### src/rtl/ext_uart_pkg.sv
// rtl/ext_uart_pkg.sv - register map, status bits and FSM states for ext_uart
package ext_uart_pkg;

    localparam logic [1:0] REG_DATA   = 2'd0;
    localparam logic [1:0] REG_STATUS = 2'd1;
    localparam logic [1:0] REG_DIV    = 2'd2;
    localparam logic [1:0] REG_CTRL   = 2'd3;

    localparam int ST_RX_VALID   = 0;
    localparam int ST_TX_FULL    = 1;
    localparam int ST_TX_EMPTY   = 2;
    localparam int ST_RX_OVERRUN = 3;
    localparam int ST_FRAME_ERR  = 4;

    localparam logic [15:0] MIN_DIV = 16'd4;

    typedef enum logic [1:0] {
        TX_IDLE,
        TX_START,
        TX_DATA,
        TX_STOP
    } tx_state_e;

    typedef enum logic [2:0] {
        RX_IDLE,
        RX_START,
        RX_DATA,
        RX_STOP,
        RX_WAIT_HIGH
    } rx_state_e;

    function automatic logic [15:0] clamp_div(input logic [15:0] val);
        return (val < MIN_DIV) ? MIN_DIV : val;
    endfunction

endpackage

### src/rtl/sync_fifo.sv
// rtl/sync_fifo.sv - synchronous FIFO with registered first-word-fall-through output
module sync_fifo #(
    parameter int WIDTH = 8,
    parameter int DEPTH = 16
) (
    input  logic             i_clk,
    input  logic             i_rst_n,
    input  logic             i_push,
    input  logic [WIDTH-1:0] i_din,
    input  logic             i_pop,
    output logic [WIDTH-1:0] o_dout,
    output logic             o_full,
    output logic             o_empty
);
    localparam int AW = $clog2(DEPTH);

    logic [AW:0]      wr_ptr_q, wr_ptr_d;
    logic [AW:0]      rd_ptr_q, rd_ptr_d;
    logic [AW:0]      count;
    logic [AW-1:0]    rd_next;
    logic [WIDTH-1:0] dout_q, dout_d;
    logic [WIDTH-1:0] mem_q [DEPTH];
    logic             do_push, do_pop;

    assign count   = wr_ptr_q - rd_ptr_q;
    assign rd_next = rd_ptr_q[AW-1:0] + AW'(1);
    assign o_empty = (wr_ptr_q == rd_ptr_q);
    assign o_full  = (wr_ptr_q[AW] != rd_ptr_q[AW]) &&
                     (wr_ptr_q[AW-1:0] == rd_ptr_q[AW-1:0]);
    assign o_dout  = dout_q;

    always_comb begin
        do_pop   = i_pop & ~o_empty;
        // A full FIFO still accepts a push when the head leaves in the same cycle
        do_push  = i_push & (~o_full | do_pop);
        wr_ptr_d = wr_ptr_q + (AW+1)'(do_push);
        rd_ptr_d = rd_ptr_q + (AW+1)'(do_pop);
        dout_d   = dout_q;
        if (do_pop) begin
            if (count == (AW+1)'(1)) begin
                if (do_push) dout_d = i_din;
            end else begin
                dout_d = mem_q[rd_next];
            end
        end else if (o_empty && do_push) begin
            dout_d = i_din;
        end
    end

    always_ff @(posedge i_clk) begin
        if (do_push) mem_q[wr_ptr_q[AW-1:0]] <= i_din;
    end

    always_ff @(posedge i_clk or negedge i_rst_n) begin
        if (!i_rst_n) begin
            wr_ptr_q <= '0;
            rd_ptr_q <= '0;
            dout_q   <= '0;
        end else begin
            wr_ptr_q <= wr_ptr_d;
            rd_ptr_q <= rd_ptr_d;
            dout_q   <= dout_d;
        end
    end

endmodule

### src/rtl/ext_uart.sv
// rtl/ext_uart.sv - memory-mapped 8N1 UART on the external strobe/ack bus
module ext_uart
    import ext_uart_pkg::*;
#(
    parameter int          FIFO_DEPTH  = 16,
    parameter logic [15:0] DEFAULT_DIV = 16'd434
) (
    input  logic        i_clk,
    input  logic        i_rst_n,
    input  logic [15:0] i_addr,
    input  logic        i_stb,
    input  logic [3:0]  i_we,
    input  logic [31:0] i_dat_w,
    output logic        o_ack,
    output logic [31:0] o_dat_r,
    input  logic        i_rx,
    output logic        o_tx,
    output logic        o_irq
);
    logic        ack_q, ack_d;
    logic [31:0] dat_r_q, dat_r_d;
    logic [15:0] div_q, div_d;
    logic        rx_ie_q, rx_ie_d, tx_ie_q, tx_ie_d;
    logic        overrun_q, overrun_d, frame_err_q, frame_err_d;

    tx_state_e   tx_state_q, tx_state_d;
    logic [15:0] tx_cnt_q, tx_cnt_d, tx_div_q, tx_div_d;
    logic [2:0]  tx_bit_q, tx_bit_d;
    logic [7:0]  tx_shift_q, tx_shift_d;
    logic        tx_q, tx_d;

    rx_state_e   rx_state_q, rx_state_d;
    logic        rx_s1_q, rx_s2_q, rx_prev_q;
    logic [15:0] rx_cnt_q, rx_cnt_d, rx_div_q, rx_div_d;
    logic [2:0]  rx_bit_q, rx_bit_d;
    logic [7:0]  rx_shift_q, rx_shift_d;

    logic        tx_push, tx_pop, tx_full, tx_fifo_empty;
    logic [7:0]  tx_dout;
    logic        rx_push, rx_pop, rx_full, rx_empty;
    logic [7:0]  rx_dout;
    logic        rx_push_req, rx_ferr_set;
    logic        rx_valid, tx_empty, txn, is_wr;
    logic [1:0]  sel;
    logic [15:0] div_new;
    logic [31:0] status, rd_data;
    logic        unused_bits;

    assign unused_bits = &{1'b0, i_addr[15:4], i_addr[1:0], i_dat_w[31:16]};

    assign rx_valid = ~rx_empty;
    assign tx_empty = tx_fifo_empty & (tx_state_q == TX_IDLE);
    assign o_ack    = ack_q;
    assign o_dat_r  = dat_r_q;
    assign o_tx     = tx_q;
    assign o_irq    = (rx_ie_q & rx_valid) | (tx_ie_q & tx_empty);

    sync_fifo #(.WIDTH(8), .DEPTH(FIFO_DEPTH)) u_tx_fifo (
        .i_clk   (i_clk),
        .i_rst_n (i_rst_n),
        .i_push  (tx_push),
        .i_din   (i_dat_w[7:0]),
        .i_pop   (tx_pop),
        .o_dout  (tx_dout),
        .o_full  (tx_full),
        .o_empty (tx_fifo_empty)
    );

    sync_fifo #(.WIDTH(8), .DEPTH(FIFO_DEPTH)) u_rx_fifo (
        .i_clk   (i_clk),
        .i_rst_n (i_rst_n),
        .i_push  (rx_push),
        .i_din   (rx_shift_q),
        .i_pop   (rx_pop),
        .o_dout  (rx_dout),
        .o_full  (rx_full),
        .o_empty (rx_empty)
    );

    // Bus side: every side effect is qualified by ack_d so it happens once per transaction
    always_comb begin
        ack_d   = i_stb & ~ack_q;
        txn     = ack_d;
        is_wr   = |i_we;
        sel     = i_addr[3:2];

        status                = '0;
        status[ST_RX_VALID]   = rx_valid;
        status[ST_TX_FULL]    = tx_full;
        status[ST_TX_EMPTY]   = tx_empty;
        status[ST_RX_OVERRUN] = overrun_q;
        status[ST_FRAME_ERR]  = frame_err_q;

        case (sel)
            REG_DATA:   rd_data = rx_valid ? {23'b0, 1'b1, rx_dout} : 32'b0;
            REG_STATUS: rd_data = status;
            REG_DIV:    rd_data = {16'b0, div_q};
            default:    rd_data = {30'b0, tx_ie_q, rx_ie_q};
        endcase
        dat_r_d = (txn & ~is_wr) ? rd_data : 32'b0;

        tx_push = txn & i_we[0] & (sel == REG_DATA);
        rx_pop  = txn & ~is_wr & (sel == REG_DATA) & rx_valid;

        div_new = div_q;
        if (i_we[0]) div_new[7:0]  = i_dat_w[7:0];
        if (i_we[1]) div_new[15:8] = i_dat_w[15:8];
        div_d = (txn & is_wr & (sel == REG_DIV)) ? clamp_div(div_new) : div_q;

        rx_ie_d = rx_ie_q;
        tx_ie_d = tx_ie_q;
        if (txn & i_we[0] & (sel == REG_CTRL)) begin
            rx_ie_d = i_dat_w[0];
            tx_ie_d = i_dat_w[1];
        end

        overrun_d   = overrun_q;
        frame_err_d = frame_err_q;
        if (txn & i_we[0] & (sel == REG_STATUS)) begin
            if (i_dat_w[ST_RX_OVERRUN]) overrun_d   = 1'b0;
            if (i_dat_w[ST_FRAME_ERR])  frame_err_d = 1'b0;
        end
        rx_push = rx_push_req & ~rx_full;
        if (rx_push_req & rx_full) overrun_d   = 1'b1;
        if (rx_ferr_set)           frame_err_d = 1'b1;
    end

    // o_tx is registered from the current state, so each level lags its state by one clock
    always_comb begin
        tx_state_d = tx_state_q;
        tx_cnt_d   = tx_cnt_q;
        tx_div_d   = tx_div_q;
        tx_bit_d   = tx_bit_q;
        tx_shift_d = tx_shift_q;
        tx_pop     = 1'b0;
        case (tx_state_q)
            TX_START: tx_d = 1'b0;
            TX_DATA:  tx_d = tx_shift_q[0];
            default:  tx_d = 1'b1;
        endcase
        if (tx_state_q != TX_IDLE) begin
            tx_cnt_d = (tx_cnt_q == tx_div_q - 16'd1) ? 16'd0 : tx_cnt_q + 16'd1;
        end
        case (tx_state_q)
            TX_IDLE: begin
                if (!tx_fifo_empty) begin
                    tx_pop     = 1'b1;
                    tx_shift_d = tx_dout;
                    tx_div_d   = div_q;
                    tx_cnt_d   = 16'd0;
                    tx_state_d = TX_START;
                end
            end
            TX_START: begin
                if (tx_cnt_q == tx_div_q - 16'd1) begin
                    tx_bit_d   = 3'd0;
                    tx_state_d = TX_DATA;
                end
            end
            TX_DATA: begin
                if (tx_cnt_q == tx_div_q - 16'd1) begin
                    tx_shift_d = {1'b0, tx_shift_q[7:1]};
                    tx_bit_d   = tx_bit_q + 3'd1;
                    if (tx_bit_q == 3'd7) tx_state_d = TX_STOP;
                end
            end
            default: begin
                if (tx_cnt_q == tx_div_q - 16'd1) begin
                    if (!tx_fifo_empty) begin
                        tx_pop     = 1'b1;
                        tx_shift_d = tx_dout;
                        tx_div_d   = div_q;
                        tx_state_d = TX_START;
                    end else begin
                        tx_state_d = TX_IDLE;
                    end
                end
            end
        endcase
    end

    always_comb begin
        rx_state_d  = rx_state_q;
        rx_cnt_d    = rx_cnt_q + 16'd1;
        rx_div_d    = rx_div_q;
        rx_bit_d    = rx_bit_q;
        rx_shift_d  = rx_shift_q;
        rx_push_req = 1'b0;
        rx_ferr_set = 1'b0;
        case (rx_state_q)
            RX_IDLE: begin
                rx_cnt_d = 16'd0;
                if (rx_prev_q & ~rx_s2_q) begin
                    rx_div_d   = div_q;
                    rx_state_d = RX_START;
                end
            end
            RX_START: begin
                if (rx_cnt_q == {1'b0, rx_div_q[15:1]} - 16'd1) begin
                    rx_cnt_d   = 16'd0;
                    rx_bit_d   = 3'd0;
                    rx_state_d = rx_s2_q ? RX_IDLE : RX_DATA;
                end
            end
            RX_DATA: begin
                if (rx_cnt_q == rx_div_q - 16'd1) begin
                    rx_cnt_d   = 16'd0;
                    rx_shift_d = {rx_s2_q, rx_shift_q[7:1]};
                    rx_bit_d   = rx_bit_q + 3'd1;
                    if (rx_bit_q == 3'd7) rx_state_d = RX_STOP;
                end
            end
            RX_STOP: begin
                if (rx_cnt_q == rx_div_q - 16'd1) begin
                    rx_cnt_d = 16'd0;
                    if (rx_s2_q) begin
                        rx_push_req = 1'b1;
                        rx_state_d  = RX_IDLE;
                    end else begin
                        rx_ferr_set = 1'b1;
                        rx_state_d  = RX_WAIT_HIGH;
                    end
                end
            end
            default: begin
                rx_cnt_d = 16'd0;
                if (rx_s2_q) rx_state_d = RX_IDLE;
            end
        endcase
    end

    always_ff @(posedge i_clk or negedge i_rst_n) begin
        if (!i_rst_n) begin
            ack_q       <= 1'b0;
            dat_r_q     <= '0;
            div_q       <= DEFAULT_DIV;
            rx_ie_q     <= 1'b0;
            tx_ie_q     <= 1'b0;
            overrun_q   <= 1'b0;
            frame_err_q <= 1'b0;
            tx_state_q  <= TX_IDLE;
            tx_cnt_q    <= '0;
            tx_div_q    <= DEFAULT_DIV;
            tx_bit_q    <= '0;
            tx_shift_q  <= '0;
            tx_q        <= 1'b1;
            rx_state_q  <= RX_IDLE;
            rx_s1_q     <= 1'b1;
            rx_s2_q     <= 1'b1;
            rx_prev_q   <= 1'b1;
            rx_cnt_q    <= '0;
            rx_div_q    <= DEFAULT_DIV;
            rx_bit_q    <= '0;
            rx_shift_q  <= '0;
        end else begin
            ack_q       <= ack_d;
            dat_r_q     <= dat_r_d;
            div_q       <= div_d;
            rx_ie_q     <= rx_ie_d;
            tx_ie_q     <= tx_ie_d;
            overrun_q   <= overrun_d;
            frame_err_q <= frame_err_d;
            tx_state_q  <= tx_state_d;
            tx_cnt_q    <= tx_cnt_d;
            tx_div_q    <= tx_div_d;
            tx_bit_q    <= tx_bit_d;
            tx_shift_q  <= tx_shift_d;
            tx_q        <= tx_d;
            rx_state_q  <= rx_state_d;
            rx_s1_q     <= i_rx;
            rx_s2_q     <= rx_s1_q;
            rx_prev_q   <= rx_s2_q;
            rx_cnt_q    <= rx_cnt_d;
            rx_div_q    <= rx_div_d;
            rx_bit_q    <= rx_bit_d;
            rx_shift_q  <= rx_shift_d;
        end
    end

endmodule

### config.mk
export PLATFORM = sky130hd
export DESIGN_NAME = ext_uart
export DESIGN_NICKNAME = d
export VERILOG_FILES = /design/src/rtl/ext_uart_pkg.sv /design/src/rtl/sync_fifo.sv /design/src/rtl/ext_uart.sv
export SDC_FILE = /design/constraint.sdc
export NUM_CORES = 1
export LEC_CHECK = 0
export CORE_ASPECT_RATIO = 0.7
export CORE_MARGIN = 1.5
export CORE_UTILIZATION = 40
export DETAILED_ROUTE_END_ITERATION = 10
export PLACE_DENSITY = 0.63
export SLEW_MARGIN = 15
export SYNTH_ARGS = -nofsm -noshare
export SYNTH_HDL_FRONTEND = slang
export SYNTH_HIERARCHICAL = 1
export SYNTH_SLANG_ARGS = --single-unit
### constraint.sdc
create_clock -name i_clk -period 4.4 [get_ports i_clk]
set_clock_uncertainty 0.1 [all_clocks]
set_input_delay 0.44 -clock i_clk [delete_from_list [all_inputs] [get_ports i_clk]]
set_output_delay 0.44 -clock i_clk [all_outputs]
set_load 0.01 [all_outputs]
Word-level counts from Yosys, hierarchy flattened
Memory sizes are Yosys's and may differ from the RTL's.
Cells that the tools add are included.
Storage, ports and cells
  memories kept: 2
  register bits: 184
  output and inout port bits: 35
  input port bits: 56
  RAM bits: 256
  logic and storage cells: 212
Operators by class
  $lt $le $gt $ge: 1
  bitwise gates (word level): 32
  multiplexer cells: 70
  add/sub/neg operators: 15
  reductions and logical operators: 33
  eq/ne operators: 32
Memory list
  u_rx_fifo.mem_q: words 16, bits a word 8, rd ports 1, clocked after memory_dff 0, wr ports 1, line sync_fifo.sv:22  | logic [WIDTH-1:0] mem_q [DEPTH];
  u_tx_fifo.mem_q: words 16, bits a word 8, rd ports 1, clocked after memory_dff 0, wr ports 1, line sync_fifo.sv:22
Operator list (count)
  two-way mux 16 bit: 9
  two-way mux 8 bit: 13
  case mux 16 bit (2 select lines): 2
  == test 16 bit: 3
  case mux 16 bit (3 select lines): 1
  two-way mux 3 bit: 11
  adder 16 x 1 -> 16 bit (second input constant): 2
  two-way mux 32 bit: 1
  subtractor 16 x 1 -> 16 bit (second input constant): 2
  case mux 8 bit (3 select lines): 1
  adder 5 x 1 -> 5 bit: 4
  bitwise AND 1 bit: 20
  nonzero test 2 bit: 10
  two-way mux 1 bit: 19
  inequality test 2 bit (second input constant): 9
  less-than comparator 16 x 3 -> 1 bit (second input constant): 1
  subtractor 15 x 1 -> 16 bit (second input constant): 1
  AND reduction 2 bit: 7
  two-way mux 2 bit: 6
  case mux 3 bit (2 select lines): 2
  case mux 3 bit (4 select lines): 1
  == test 5 x 1 -> 1 bit (second input constant): 2
  == test 5 bit: 2
  subtractor 5 bit: 2
  other kinds (24): 52

Logic depth before layout (Yosys ltp)
  word-level depth: 11
  depth in mapped cells: 18
  depth with buffers taken out: 16

By module
Netlist, hierarchy kept.
Modules (own cells, without submodules)
  ext_uart: sequential area each 3326.9 um^2, times used 1, cells an instance 787, area an instance 7972.6 um^2
  sync_fifo (u_rx_fifo): sequential area each 4294.1 um^2, times used 1, cells an instance 283, area an instance 5930.7 um^2
  sync_fifo (u_tx_fifo): sequential area each 4294.1 um^2, times used 1, cells an instance 283, area an instance 5925.7 um^2

Worst setup path after synthesis
No wires, ideal clock.
  kind: reg2reg
  start point: register tx_div_q[0]
  end point: memory u_tx_fifo.mem_q[3][0] (enable)
  cell stages (with the launch flop): 16
  data arrival time: 3314 ps
  slack: 602 ps
  library setup time: 383 ps
  clock period less this slack: 3798 ps
  data required time: 3917 ps
  buffers on the path: 2
  cells stage by stage: dfrtp_1 inv_1 ha_1 nor3b_1 buf_2 nand4_1 xor2_1 o21ai_0 and2_1 and4_1 buf_6 mux2i_1 nor2_1 o21a_1 nand3_1 nor3_1
Between the ends
  cells in the longest elaborated chain, start to end: 9
Ends and longest elaborated chain
  start: declaration: line ext_uart.sv:27  | logic [15:0] tx_cnt_q, tx_cnt_d, tx_div_q, tx_div_d;
  start signal: assignment: line ext_uart.sv:265  | tx_div_q <= tx_div_d;
  subtractor 16 x 1 -> 16 bit: line ext_uart.sv:168  | if (tx_cnt_q == tx_div_q - 16'd1) begin
  == test 16 bit: line ext_uart.sv:168
  two-way mux 1 bit: line ext_uart.sv:168
  case mux 1 bit (2 select lines): line ext_uart.sv:144  | case (tx_state_q)
  via tx_pop: line ext_uart.sv:38  | logic tx_push, tx_pop, tx_full, tx_fifo_empty;
  bitwise AND 1 bit: line sync_fifo.sv:33  | do_pop = i_pop & ~o_empty;
  OR 1 bit: line sync_fifo.sv:35  | do_push = i_push & (~o_full | do_pop);
  bitwise AND 1 bit: line sync_fifo.sv:35
  two-way mux 1 bit: line sync_fifo.sv:51  | if (do_push) mem_q[wr_ptr_q[AW-1:0]] <= i_din;
  two-way mux 1 bit (implied by the code): line sync_fifo.sv:51
  end: declaration: line sync_fifo.sv:22
The timed path passes the listed nets, and every way through them passes these cells.

Final worst setup path
  start point: register tx_div_q[0]
  end point: memory u_tx_fifo.mem_q[3][4] (enable)
Same word-level chain as after synthesis.

==> results.txt <==
Rel. slew slack: 32.1%
post-route insts no fill: 2138
Max Cap Viol: 0
per-cell routed wire length: 20.7 um
most common cell in the synthesized netlist: edfxtp_1
top cell type's share of synthesized area: 38.8%
Most used DFF post-synth: edfxtp_1
height of the die: 189 um
Placed Cells: 2060
Final Slew Violations: 0
Total GRT Usage: 17.5%
DR pass1 iterations: 5
endpoint type of the worst setup path: flop
count of clock tree sinks: 424
Layout area overhead: 14.0%
worst slew pin tran: 1.01 ns
status: finished, final reports clean
Critical Path Source Type: flop
Clock Tree Root: clkbuf_16
DRC: 0
CP max FO: 9
post-DP HPWL: 30.2 mm
met3 usage: 3.17%
Yosys top cell by area: edfxtp_1
CTS H-tree depth: 2
Lkg Pwr: 8.68 nW
Syn. warnings: 6
syn_area_per_cell: 14.7 sq um
fin crit share: 90.3%
final critical-path required period: 3.97 ns
reg-to-reg slack, setup: 0.43 ns
power per cell area: 521 nW/um^2
Synth area leaders: edfxtp_1 39%, dfrtp_1 19%, mux4_2 9.1%
Mapped Cells: 1353
Core Box Area: 49100 sq um
vias in the first global route: 11500
Routability Congestion: 0.856
Port Buffers: 44
largest net degree at the start of global routing: 97
Post-Syn Area: 19800 sq um
DRT Wirelength: 44.3 mm
Tot Pwr: 11.8 mW
routed vias/inst: 5.36
Post-synth EDFFs: 256
initial antenna violation count: 2
data arrival time of the worst path: 4.15 ns
global route hottest layer: met1
Cell variety after synth: 84
post-synthesis sequential area ratio: 60.1%
FMAX: 252 MHz
Finish-stage setup viols: 0
Hold Path Class: in -> reg
share of cells above drive strength 1: 25.3%
post-CTS setup buffer count: 0
latest clock arrival within the worst-skew pair: 0.56 ns
die area: 50900 sq um
Worst VDD drop: 277 uV
Final Hold Vio Count: 0
clock-pin slew on the worst setup and hold paths: 0.06 ns
leading cell types by count after synthesis: 256 x edfxtp_1, 149 x dfrtp_1, 93 x mux2_2, 80 x mux4_2, 80 x nor2_1
grt total ovfl: 0
I/O pin count: 91
initial core utilization: 40.4%
setup TNS: 0 ns
CP Class: reg -> reg
Routed Antenna Nets: 0
CTS buffer count: 41
CTS tree: done
Required @ worst endpoint: 4.58 ns
met1 Use GR: 26.6%
initial drt markers: 1003
FF+latch count, synth: 424
final hold slack: 0.197 ns
Finished Cell Area: 22600 sq um
deepest clock path buffer count: 3
Final #Nets: 1528
RSZ-0062 raised after global routing: no
Die Width: 269 um
FP Rows: 68
first-pass GRT wire length: 69.2 mm
vias: 11500
Area after DPL: 21200 sq um
asr flop ratio synth: 39.6%
GRT met2 Usage: 26.2%
sequential cells by signal, summed over array words and instances, names as in the netlist, 5 cells and up:
name and cells:
u_rx_fifo/o_dout 8, div_q 16, rx_cnt_q 16, o_dat_r 16, tx_div_q 16, u_rx_fifo/wr_ptr_q 5, rx_shift_q 8, u_tx_fifo/rd_ptr_q 5
u_rx_fifo/mem_q 128, u_tx_fifo/mem_q 128, rx_div_q 16, u_tx_fifo/wr_ptr_q 5, tx_cnt_q 16, u_tx_fifo/o_dout 8, tx_shift_q 8, u_rx_fifo/rd_ptr_q 5
routing by layer:
metal / routed length [um] / vias to the layer above
li1: - / 5252
met1: 21600 / 5899
met2: 19500 / 248
met3: 2380 / 56
met4: 739 / 2
met5: 13 / -
cells by family (layout without fill, tap and decap cells):
kind of cell,Yosys count,count (layout),share of synthesized area [%]
multiplexers,194,194,15.6
AND/OR/NAND/NOR,344,344,9.58
other,1,17,0.0189
adder cells (fa/ha/maj),33,33,2.16
XOR/XNOR,96,96,4.35
flip-flops,424,424,60.1
buffers and inverters,122,226,3.10
AO/OA/AOI/OAI,139,139,5.07
final timing paths:
path                                    endpoint  cells after the start        start
max                        u_tx_fifo/mem_q[3][4]                     13  tx_div_q[0]
min                                      rx_s1_q                      1         i_rx
max reg2reg                u_tx_fifo/mem_q[3][4]                     13  tx_div_q[0]
min reg2reg                              rx_s2_q                      0      rx_s1_q
max in group asynchronous              rx_prev_q                      3      i_rst_n
min in group asynchronous           tx_cnt_q[12]                      2      i_rst_n
where the power goes:
group          internal (mW)  switching, mW  leakage (nW)
clock network           2.12           1.56         0.700
registers               4.56          0.445          4.63
logic                   1.57           1.52          3.35
total                   8.25           3.53          8.68
critical path, stage by stage (launching register included):
cell     delay, ns
dfrtp_1       0.38
buf_4         0.16
nor4_4        0.53
and4b_1       0.36
xor2_1        0.08
o22ai_1       0.20
or2_0         0.19
and4_1        0.25
mux2i_1       0.09
nor2_1        0.20
o21a_1        0.26
nand3_1       0.21
nor3_1        0.42
buf_4         0.24
cell usage in the layout (no fill, tap or decap), types with 15 or more instances in the layout:
master,count
a21oi_1,21
and3_1,17
buf_4,59
clkbuf_16,42
clkdlybuf4s50_1,43
conb_1,16
dfrtp_1,147
dfstp_2,19
edfxtp_1,256
ha_1,31
inv_1,46
mux2_2,93
mux4_2,80
nand2_1,48
nand2b_1,15
nand3_1,48
nor2_1,80
nor2b_1,18
nor3_1,23
o211ai_1,17
o21ai_0,25
xnor2_1,54
xor2_1,39
stage by stage:
step / util, % / setup slack, ns
6_report: 46.1 / 0.426
2_1_floorplan: - / 0.602
3_5_place_dp: 43.1 / 0.407
4_1_cts: 46.0 / 0.396
5_1_grt: 46.1 / 0.0609
3_3_place_gp: 43.1 / 0.475
cell type report:
type	count	area, sq um
Fill cell	4366	26500
Sequential cell	424	11900
Multi-Input combinational cell	822	7370
Clock buffer	57	1200
Timing Repair Buffer	104	895
Tap cell	665	832
Clock inverter	19	225
Inverter	46	173
Antenna cell	1	2.50
repair_timing:
| action | in CTS | in global routing |
|---|---|---|
| endpoints found under the hold margin | 83 | 0 |
| endpoints found under the setup margin | 0 | 46 |
| resized for setup | 0 | 2 |
| hold buffers | 1 | 0 |
No activity file was read; power rests on OpenSTA's default activity.
